### config.mk
export PLATFORM = sky130hd
export DESIGN_NAME = tlul_host_bridge_flat
export DESIGN_NICKNAME = d
export VERILOG_FILES = /design/src/rtl/tlul_pkg.sv /design/src/rtl/tlul_host_bridge_if.sv /design/src/rtl/tlul_host_bridge.sv /design/src/flat_wrapper.sv
export SDC_FILE = /design/constraint.sdc
export NUM_CORES = 1
export LEC_CHECK = 0
export ABC_AREA = 1
export CAP_MARGIN = 15
export CORE_AREA = 2 2 104 106
export CTS_BUF_LIST = sky130_fd_sc_hd__clkbuf_8
export DETAILED_ROUTE_END_ITERATION = 10
export DIE_AREA = 0 0 106 108
export DONT_BUFFER_PORTS = 1
export PLACE_DENSITY = 0.61
export SETUP_SLACK_MARGIN = 0.15
export SLEW_MARGIN = 20
export SYNTH_ARGS = -nofsm -noshare
export SYNTH_HDL_FRONTEND = slang
export SYNTH_SLANG_ARGS = --single-unit
### constraint.sdc
create_clock -name clock -period 3.6 [get_ports clock]
set_input_delay 0.72 -clock clock [delete_from_list [all_inputs] [get_ports clock]]
set_output_delay 0.72 -clock clock [all_outputs]
set_load 0.01 [all_outputs]
### src/rtl/tlul_pkg.sv
// tlul_pkg: TL-UL opcodes, channel structs and widths shared by hosts and devices.
package tlul_pkg;
  localparam int TL_AW = 32;
  localparam int TL_DW = 32;
  localparam int TL_DBW = 4;
  localparam int TL_AIW = 8;
  localparam int TL_DIW = 1;
  localparam int TL_SZW = 2;
  localparam int TL_HOST_WORD_SIZE = 2;

  typedef enum logic [2:0] {
    PutFullData    = 3'h0,
    PutPartialData = 3'h1,
    Get            = 3'h4
  } tl_a_op_e;

  typedef enum logic [2:0] {
    AccessAck     = 3'h0,
    AccessAckData = 3'h1
  } tl_d_op_e;

  typedef logic [13:0] tl_a_user_t;
  localparam tl_a_user_t TL_A_USER_DEFAULT = '0;

  typedef struct packed {
    logic              a_valid;
    tl_a_op_e          a_opcode;
    logic [2:0]        a_param;
    logic [TL_SZW-1:0] a_size;
    logic [TL_AIW-1:0] a_source;
    logic [TL_AW-1:0]  a_address;
    logic [TL_DBW-1:0] a_mask;
    logic [TL_DW-1:0]  a_data;
    tl_a_user_t        a_user;
    logic              d_ready;
  } tl_h2d_t;

  typedef struct packed {
    logic              d_valid;
    tl_d_op_e          d_opcode;
    logic [2:0]        d_param;
    logic [TL_SZW-1:0] d_size;
    logic [TL_AIW-1:0] d_source;
    logic [TL_DIW-1:0] d_sink;
    logic [TL_DW-1:0]  d_data;
    logic [6:0]        d_user;
    logic              d_error;
    logic              a_ready;
  } tl_d2h_t;
endpackage

### src/rtl/tlul_host_bridge_if.sv
// tlul_host_bridge_if: core-side req/gnt/rvalid memory port.
interface tlul_host_bridge_if;
  logic        req_i;
  logic        we_i;
  logic [3:0]  be_i;
  logic [31:0] addr_i;
  logic [31:0] wdata_i;
  logic        gnt_o;
  logic        rvalid_o;
  logic [31:0] rdata_o;
  logic        err_o;

  modport master (
    output req_i, we_i, be_i, addr_i, wdata_i,
    input  gnt_o, rvalid_o, rdata_o, err_o
  );

  modport slave (
    input  req_i, we_i, be_i, addr_i, wdata_i,
    output gnt_o, rvalid_o, rdata_o, err_o
  );
endinterface

### src/rtl/tlul_host_bridge.sv
// tlul_host_bridge: core req/gnt/rvalid port to TL-UL host with one A holding beat and rolling source IDs.
// Define TLUL_HOST_SRC_CHECK_EN to flag responses whose d_source differs from the expected in-order ID.
module tlul_host_bridge
  import tlul_pkg::*;
#(
  parameter int MaxOutstanding = 2,
  parameter int SrcWidth       = 8
) (
  input  logic              clock,
  input  logic              reset,
  tlul_host_bridge_if.slave core,
  output tl_h2d_t           tl_h_o,
  input  tl_d2h_t           tl_h_i
);
  localparam int IdW = MaxOutstanding > 1 ? $clog2(MaxOutstanding) : 1;
  localparam int CntW = $clog2(MaxOutstanding + 1);
  localparam logic [IdW-1:0] IdLast = IdW'(MaxOutstanding - 1);
  localparam logic [CntW-1:0] CntMax = CntW'(MaxOutstanding);

  typedef struct packed {
    tl_a_op_e          opcode;
    logic [IdW-1:0]    source;
    logic [TL_AW-1:0]  address;
    logic [TL_DBW-1:0] mask;
    logic [TL_DW-1:0]  data;
  } a_beat_t;

  function automatic logic [IdW-1:0] id_inc(input logic [IdW-1:0] id);
    return id == IdLast ? '0 : id + 1'b1;
  endfunction

  a_beat_t          a_q, a_d;
  logic             a_pend_q, a_pend_d;
  logic [CntW-1:0]  cnt_q, cnt_d;
  logic [IdW-1:0]   src_nxt_q, src_nxt_d;
  logic             rvalid_q, rvalid_d;
  logic [TL_DW-1:0] rdata_q, rdata_d;
  logic             err_q, err_d;
  logic             a_fire, d_fire, d_take, src_bad, gnt;
`ifdef TLUL_HOST_SRC_CHECK_EN
  logic [IdW-1:0]   src_exp_q, src_exp_d;
`else
  logic             unused_src;
  assign unused_src = ^tl_h_i.d_source;
`endif
  logic             unused_d;
  assign unused_d = ^{tl_h_i.d_param, tl_h_i.d_size, tl_h_i.d_sink, tl_h_i.d_user};

  // d_ready is tied high, so every d_valid is a d_fire; only counted ones produce a response
  always_comb begin
    a_fire = a_pend_q && tl_h_i.a_ready;
    d_fire = tl_h_i.d_valid;
    d_take = d_fire && cnt_q != '0;
    gnt = !reset && core.req_i && (!a_pend_q || tl_h_i.a_ready) && (cnt_q < CntMax || d_fire);
`ifdef TLUL_HOST_SRC_CHECK_EN
    src_bad = d_take && (SrcWidth'(tl_h_i.d_source) != SrcWidth'(src_exp_q));
    src_exp_d = d_take ? id_inc(src_exp_q) : src_exp_q;
`else
    src_bad = 1'b0;
`endif
    a_d = gnt ? a_beat_t'{
      opcode:  !core.we_i ? Get : (core.be_i == 4'hF ? PutFullData : PutPartialData),
      source:  src_nxt_q,
      address: {core.addr_i[31:2], 2'b00},
      mask:    core.we_i ? core.be_i : 4'hF,
      data:    core.wdata_i
    } : a_q;
    a_pend_d = gnt || (a_pend_q && !a_fire);
    cnt_d = cnt_q + CntW'(gnt) - CntW'(d_take);
    src_nxt_d = gnt ? id_inc(src_nxt_q) : src_nxt_q;
    rvalid_d = d_take;
    rdata_d = (d_take && !src_bad && tl_h_i.d_opcode == AccessAckData) ? tl_h_i.d_data : '0;
    err_d = d_take && (tl_h_i.d_error || src_bad);
  end

  always_ff @(posedge clock) begin
    if (reset) begin
      a_q       <= '0;
      a_pend_q  <= 1'b0;
      cnt_q     <= '0;
      src_nxt_q <= '0;
      rvalid_q  <= 1'b0;
      rdata_q   <= '0;
      err_q     <= 1'b0;
    end else begin
      a_q       <= a_d;
      a_pend_q  <= a_pend_d;
      cnt_q     <= cnt_d;
      src_nxt_q <= src_nxt_d;
      rvalid_q  <= rvalid_d;
      rdata_q   <= rdata_d;
      err_q     <= err_d;
    end
  end

`ifdef TLUL_HOST_SRC_CHECK_EN
  always_ff @(posedge clock) begin
    if (reset) src_exp_q <= '0;
    else src_exp_q <= src_exp_d;
  end
`endif

  always_comb begin
    tl_h_o.a_valid   = a_pend_q;
    tl_h_o.a_opcode  = a_q.opcode;
    tl_h_o.a_param   = '0;
    tl_h_o.a_size    = TL_SZW'(TL_HOST_WORD_SIZE);
    tl_h_o.a_source  = TL_AIW'(SrcWidth'(a_q.source));
    tl_h_o.a_address = a_q.address;
    tl_h_o.a_mask    = a_q.mask;
    tl_h_o.a_data    = a_q.data;
    tl_h_o.a_user    = TL_A_USER_DEFAULT;
    tl_h_o.d_ready   = 1'b1;
  end

  assign core.gnt_o    = gnt;
  assign core.rvalid_o = rvalid_q;
  assign core.rdata_o  = rdata_q;
  assign core.err_o    = err_q;
endmodule

### src/flat_wrapper.sv
// flat-port wrapper written by rule: the top's interface ports become plain ports
module tlul_host_bridge_flat import tlul_pkg::*;
#(
  parameter int MaxOutstanding = 2,
  parameter int SrcWidth       = 8
)
  (clock, reset, tl_h_o, tl_h_i, core_req_i, core_we_i, core_be_i, core_addr_i, core_wdata_i, core_gnt_o, core_rvalid_o, core_rdata_o, core_err_o);
  tlul_host_bridge_if core_i ();
  input  logic clock;
  input  logic reset;
  output tl_h2d_t tl_h_o;
  input  tl_d2h_t tl_h_i;
  input wire logic [$bits(core_i.req_i)-1:0] core_req_i;
  input wire logic [$bits(core_i.we_i)-1:0] core_we_i;
  input wire logic [$bits(core_i.be_i)-1:0] core_be_i;
  input wire logic [$bits(core_i.addr_i)-1:0] core_addr_i;
  input wire logic [$bits(core_i.wdata_i)-1:0] core_wdata_i;
  output wire logic [$bits(core_i.gnt_o)-1:0] core_gnt_o;
  output wire logic [$bits(core_i.rvalid_o)-1:0] core_rvalid_o;
  output wire logic [$bits(core_i.rdata_o)-1:0] core_rdata_o;
  output wire logic [$bits(core_i.err_o)-1:0] core_err_o;
  assign core_i.req_i = core_req_i;
  assign core_i.we_i = core_we_i;
  assign core_i.be_i = core_be_i;
  assign core_i.addr_i = core_addr_i;
  assign core_i.wdata_i = core_wdata_i;
  assign core_gnt_o = core_i.gnt_o;
  assign core_rvalid_o = core_i.rvalid_o;
  assign core_rdata_o = core_i.rdata_o;
  assign core_err_o = core_i.err_o;
  tlul_host_bridge #(.MaxOutstanding(MaxOutstanding), .SrcWidth(SrcWidth)) u_core (.clock(clock), .reset(reset), .core(core_i), .tl_h_o(tl_h_o), .tl_h_i(tl_h_i));
endmodule
==> summary.txt <==
status: complete, no violations
achievable frequency: 492 MHz
Post-DP HPWL: 6040 µm
Yosys warnings: 0
RR Startpoint: u_core.a_pend_q$_SDFF_PP0_
sequential area share after synthesis: 0.543
setup violators final: 0
Hold Buf Count CTS: 0
Initial Util: 0.386
cells on worst reg2reg path: 5
CP startpoint: u_core.a_pend_q$_SDFF_PP0_
clock buffer depth: 2
Mapped Cells: 457
postcts setup bufs: 0
post_cts resized: 0
Fill cells: 1042
Core Area: 0.0102 mm²
Psw: 644 µW
FFs w/ async S/R, synth: 0
flop-to-flop setup slack: 1920 ps
switching portion of total power: 0.271
type of origin of the critical path: flip-flop
relative slew slack: 0.369
maxcap violations: 0
placer congestion estimate: 0.749
WS Path Type: reg -> out
CTS sink count: 107
Final period util: 0.565
hold crit path type: in -> reg
Setup TNS Final: 0 ps
Remaining DRCs: 0
ys flop type: dfxtp_1
Internal: 1.74 mW
CTS tree: yes
crit path DAT: 1310 ps
full die area: 0.0114 mm²
Final Slew Violations: 0
antenna violations before repair: 0
drt first pass iters: 4
Comb power frac: 0.104
power share of the sequential group: 0.561
P_leak: 1.50 nW
Max H-tree Level: 3
worst-margin pin slew: 945 ps
Iter 0 DRT Violations: 250
clock-pin slew on the worst setup and hold paths: 100 ps
power per cell area: 584 mW/mm²
layout cells sized above 1: 0.104
Post-layout nets: 570
vias in the first global route: 2679
clock root cell: clkbuf_8
Critical Path End Type: output port
total power: 2.38 mW
synthesized area per cell: 8.64 µm²
first-pass GRT wire length: 12800 µm
Setup crit end: core_gnt_o
via count: 2747
Placed Area: 0.00385 mm²
Routed Wire Length: 8470 µm
number of flops mapped to enable cells by yosys: 0
Total Routing Usage GR: 0.143
port bufs: 0
io pins: 266
pin count of the biggest net entering global routing: 78
flops & latches, synth: 107
Post-DRT Antenna Nets: 0
Routed WL per cell: 14.6 µm
R2R Path End: u_core.tl_h_o[65]$_SDFFE_PP0P_
Clk network pwr share: 0.334
mapped cell area: 0.00395 mm²
worst hold stages: 1
Tmin final: 2030 ps
CTS Buf Count: 9
GRT Residual Overflow: 0
Max FO, Critical Path: 13
Fin. Hold Viols: 0
die extent in y: 108 µm
RSZ-0062 raised after global routing: no
number of vias per cell: 4.74
Final Cell Area: 0.00408 mm²
skew final: 9.63 ps
worst vdd ir: 0.201 mV
Worst EP required: 2880 ps
Yosys cell types: 23
row count: 37
Layout area overhead: 3.23%
ant diodes: 0
die span in x: 106 µm
clock latency at the later pin of the worst-skew pair: 360 ps
power by group through the flow:
stage	registers [mW]	logic, mW	clock network (mW)
finish	1.33	0.249	0.795
global route	1.34	0.292	0.882
CTS	1.34	0.253	0.832
detailed placement	1.36	0.253	0
global placement	1.36	0.242	0
floorplan	1.35	0.266	0
cell families (layout without fill, tap and decap cells):
family	Yosys count	count (layout)	share of synthesized area
buffers and inverters	75	33	0.116
other	2	30	0.00190
AOI/OAI and AO/OA	68	68	0.0957
DFF	107	107	0.543
xor gates and xnor gates	1	1	0.00222
and+or+nand+nor	203	203	0.239
adders and majority gates	1	1	0.00317
registers in the layout (all words and copies together) (netlist names):
signal,flops
u_core.cnt_q,2
u_core.core.rvalid_o,1
u_core.core.rdata_o,32
u_core.tl_h_o,69
u_core.src_nxt_q,1
u_core.a_pend_q,1
u_core.core.err_o,1
worst min path at each step:
stage | start | end
2_1_floorplan | u_core.src_nxt_q$_SDFFE_PP0P_ | u_core.tl_h_o[83]$_SDFFE_PP0P_
3_3_place_gp | u_core.src_nxt_q$_SDFFE_PP0P_ | u_core.tl_h_o[83]$_SDFFE_PP0P_
3_5_place_dp | u_core.src_nxt_q$_SDFFE_PP0P_ | u_core.tl_h_o[83]$_SDFFE_PP0P_
4_1_cts | reset | u_core.tl_h_o[66]$_SDFFE_PP0P_
5_1_grt | reset | u_core.tl_h_o[66]$_SDFFE_PP0P_
6_report | reset | u_core.tl_h_o[66]$_SDFFE_PP0P_
through the flow:
step	util	worst slack, ps	std cells	hold slack [ps]
after global routing	0.398	1430	579	385
final	0.398	1570	579	419
after CTS	0.398	1500	579	389
after floorplan	-	1570	485	453
after detailed placement	0.376	1550	563	463
after global placement	0.376	1560	563	454
final cells by class:
type | count | area [µm²] | area share
timing repair buffer | 2 | 27.5 | 0.00675
clock buffer | 9 | 124 | 0.0304
inverter | 15 | 56.3 | 0.0138
tap | 136 | 170 | 0.0418
sequential | 107 | 2140 | 0.526
multi-input combinational | 303 | 1450 | 0.357
clock inverter | 7 | 101 | 0.0249
cell usage in the layout, fill, tap and decap left out, types with 2 or more instances in the layout:
master,netlist,final
a21oi_1,58,58
nand2_2,12,12
dfxtp_1,107,107
clkinvlp_4,0,2
conb_1,2,30
a21oi_2,10,10
nor2_4,2,2
nor3_1,4,4
inv_2,2,2
nor2_1,13,13
nor3b_1,32,32
nand2_1,137,137
inv_1,13,13
clkbuf_8,0,9
clkinv_4,0,2
bufinv_16,0,2
layer usage:
metal / up-vias / share of wire / GRT usage
met5: - / 0 / 0
met2: 178 / 0.48 / 0.246
li1: 1349 / - / -
met4: 0 / 0.019 / 0.0789
met1: 1208 / 0.37 / 0.147
met3: 12 / 0.13 / 0.0645
critical path, stage by stage, from the launching register on:
cell	delay [ps]
dfxtp_1	370
nand2_1	160
nand2_2	80
nor2_4	350
Yosys cell counts (2+ instances only):
master / number / area, µm²
a21oi_2: 10 / 87.6
a21oi_1: 58 / 290
buf_6: 4 / 45.0
inv_1: 13 / 48.8
nor2_1: 13 / 48.8
conb_1: 2 / 7.51
buf_4: 32 / 240
clkbuf_1: 11 / 41.3
nor3b_1: 32 / 240
nor2_4: 2 / 22.5
buf_2: 11 / 55.1
nand2_1: 137 / 514
nand2_2: 12 / 75.1
nor3_1: 4 / 20.0
dfxtp_1: 107 / 2140
inv_2: 2 / 7.51
Power figures use the tool's default switching activity.
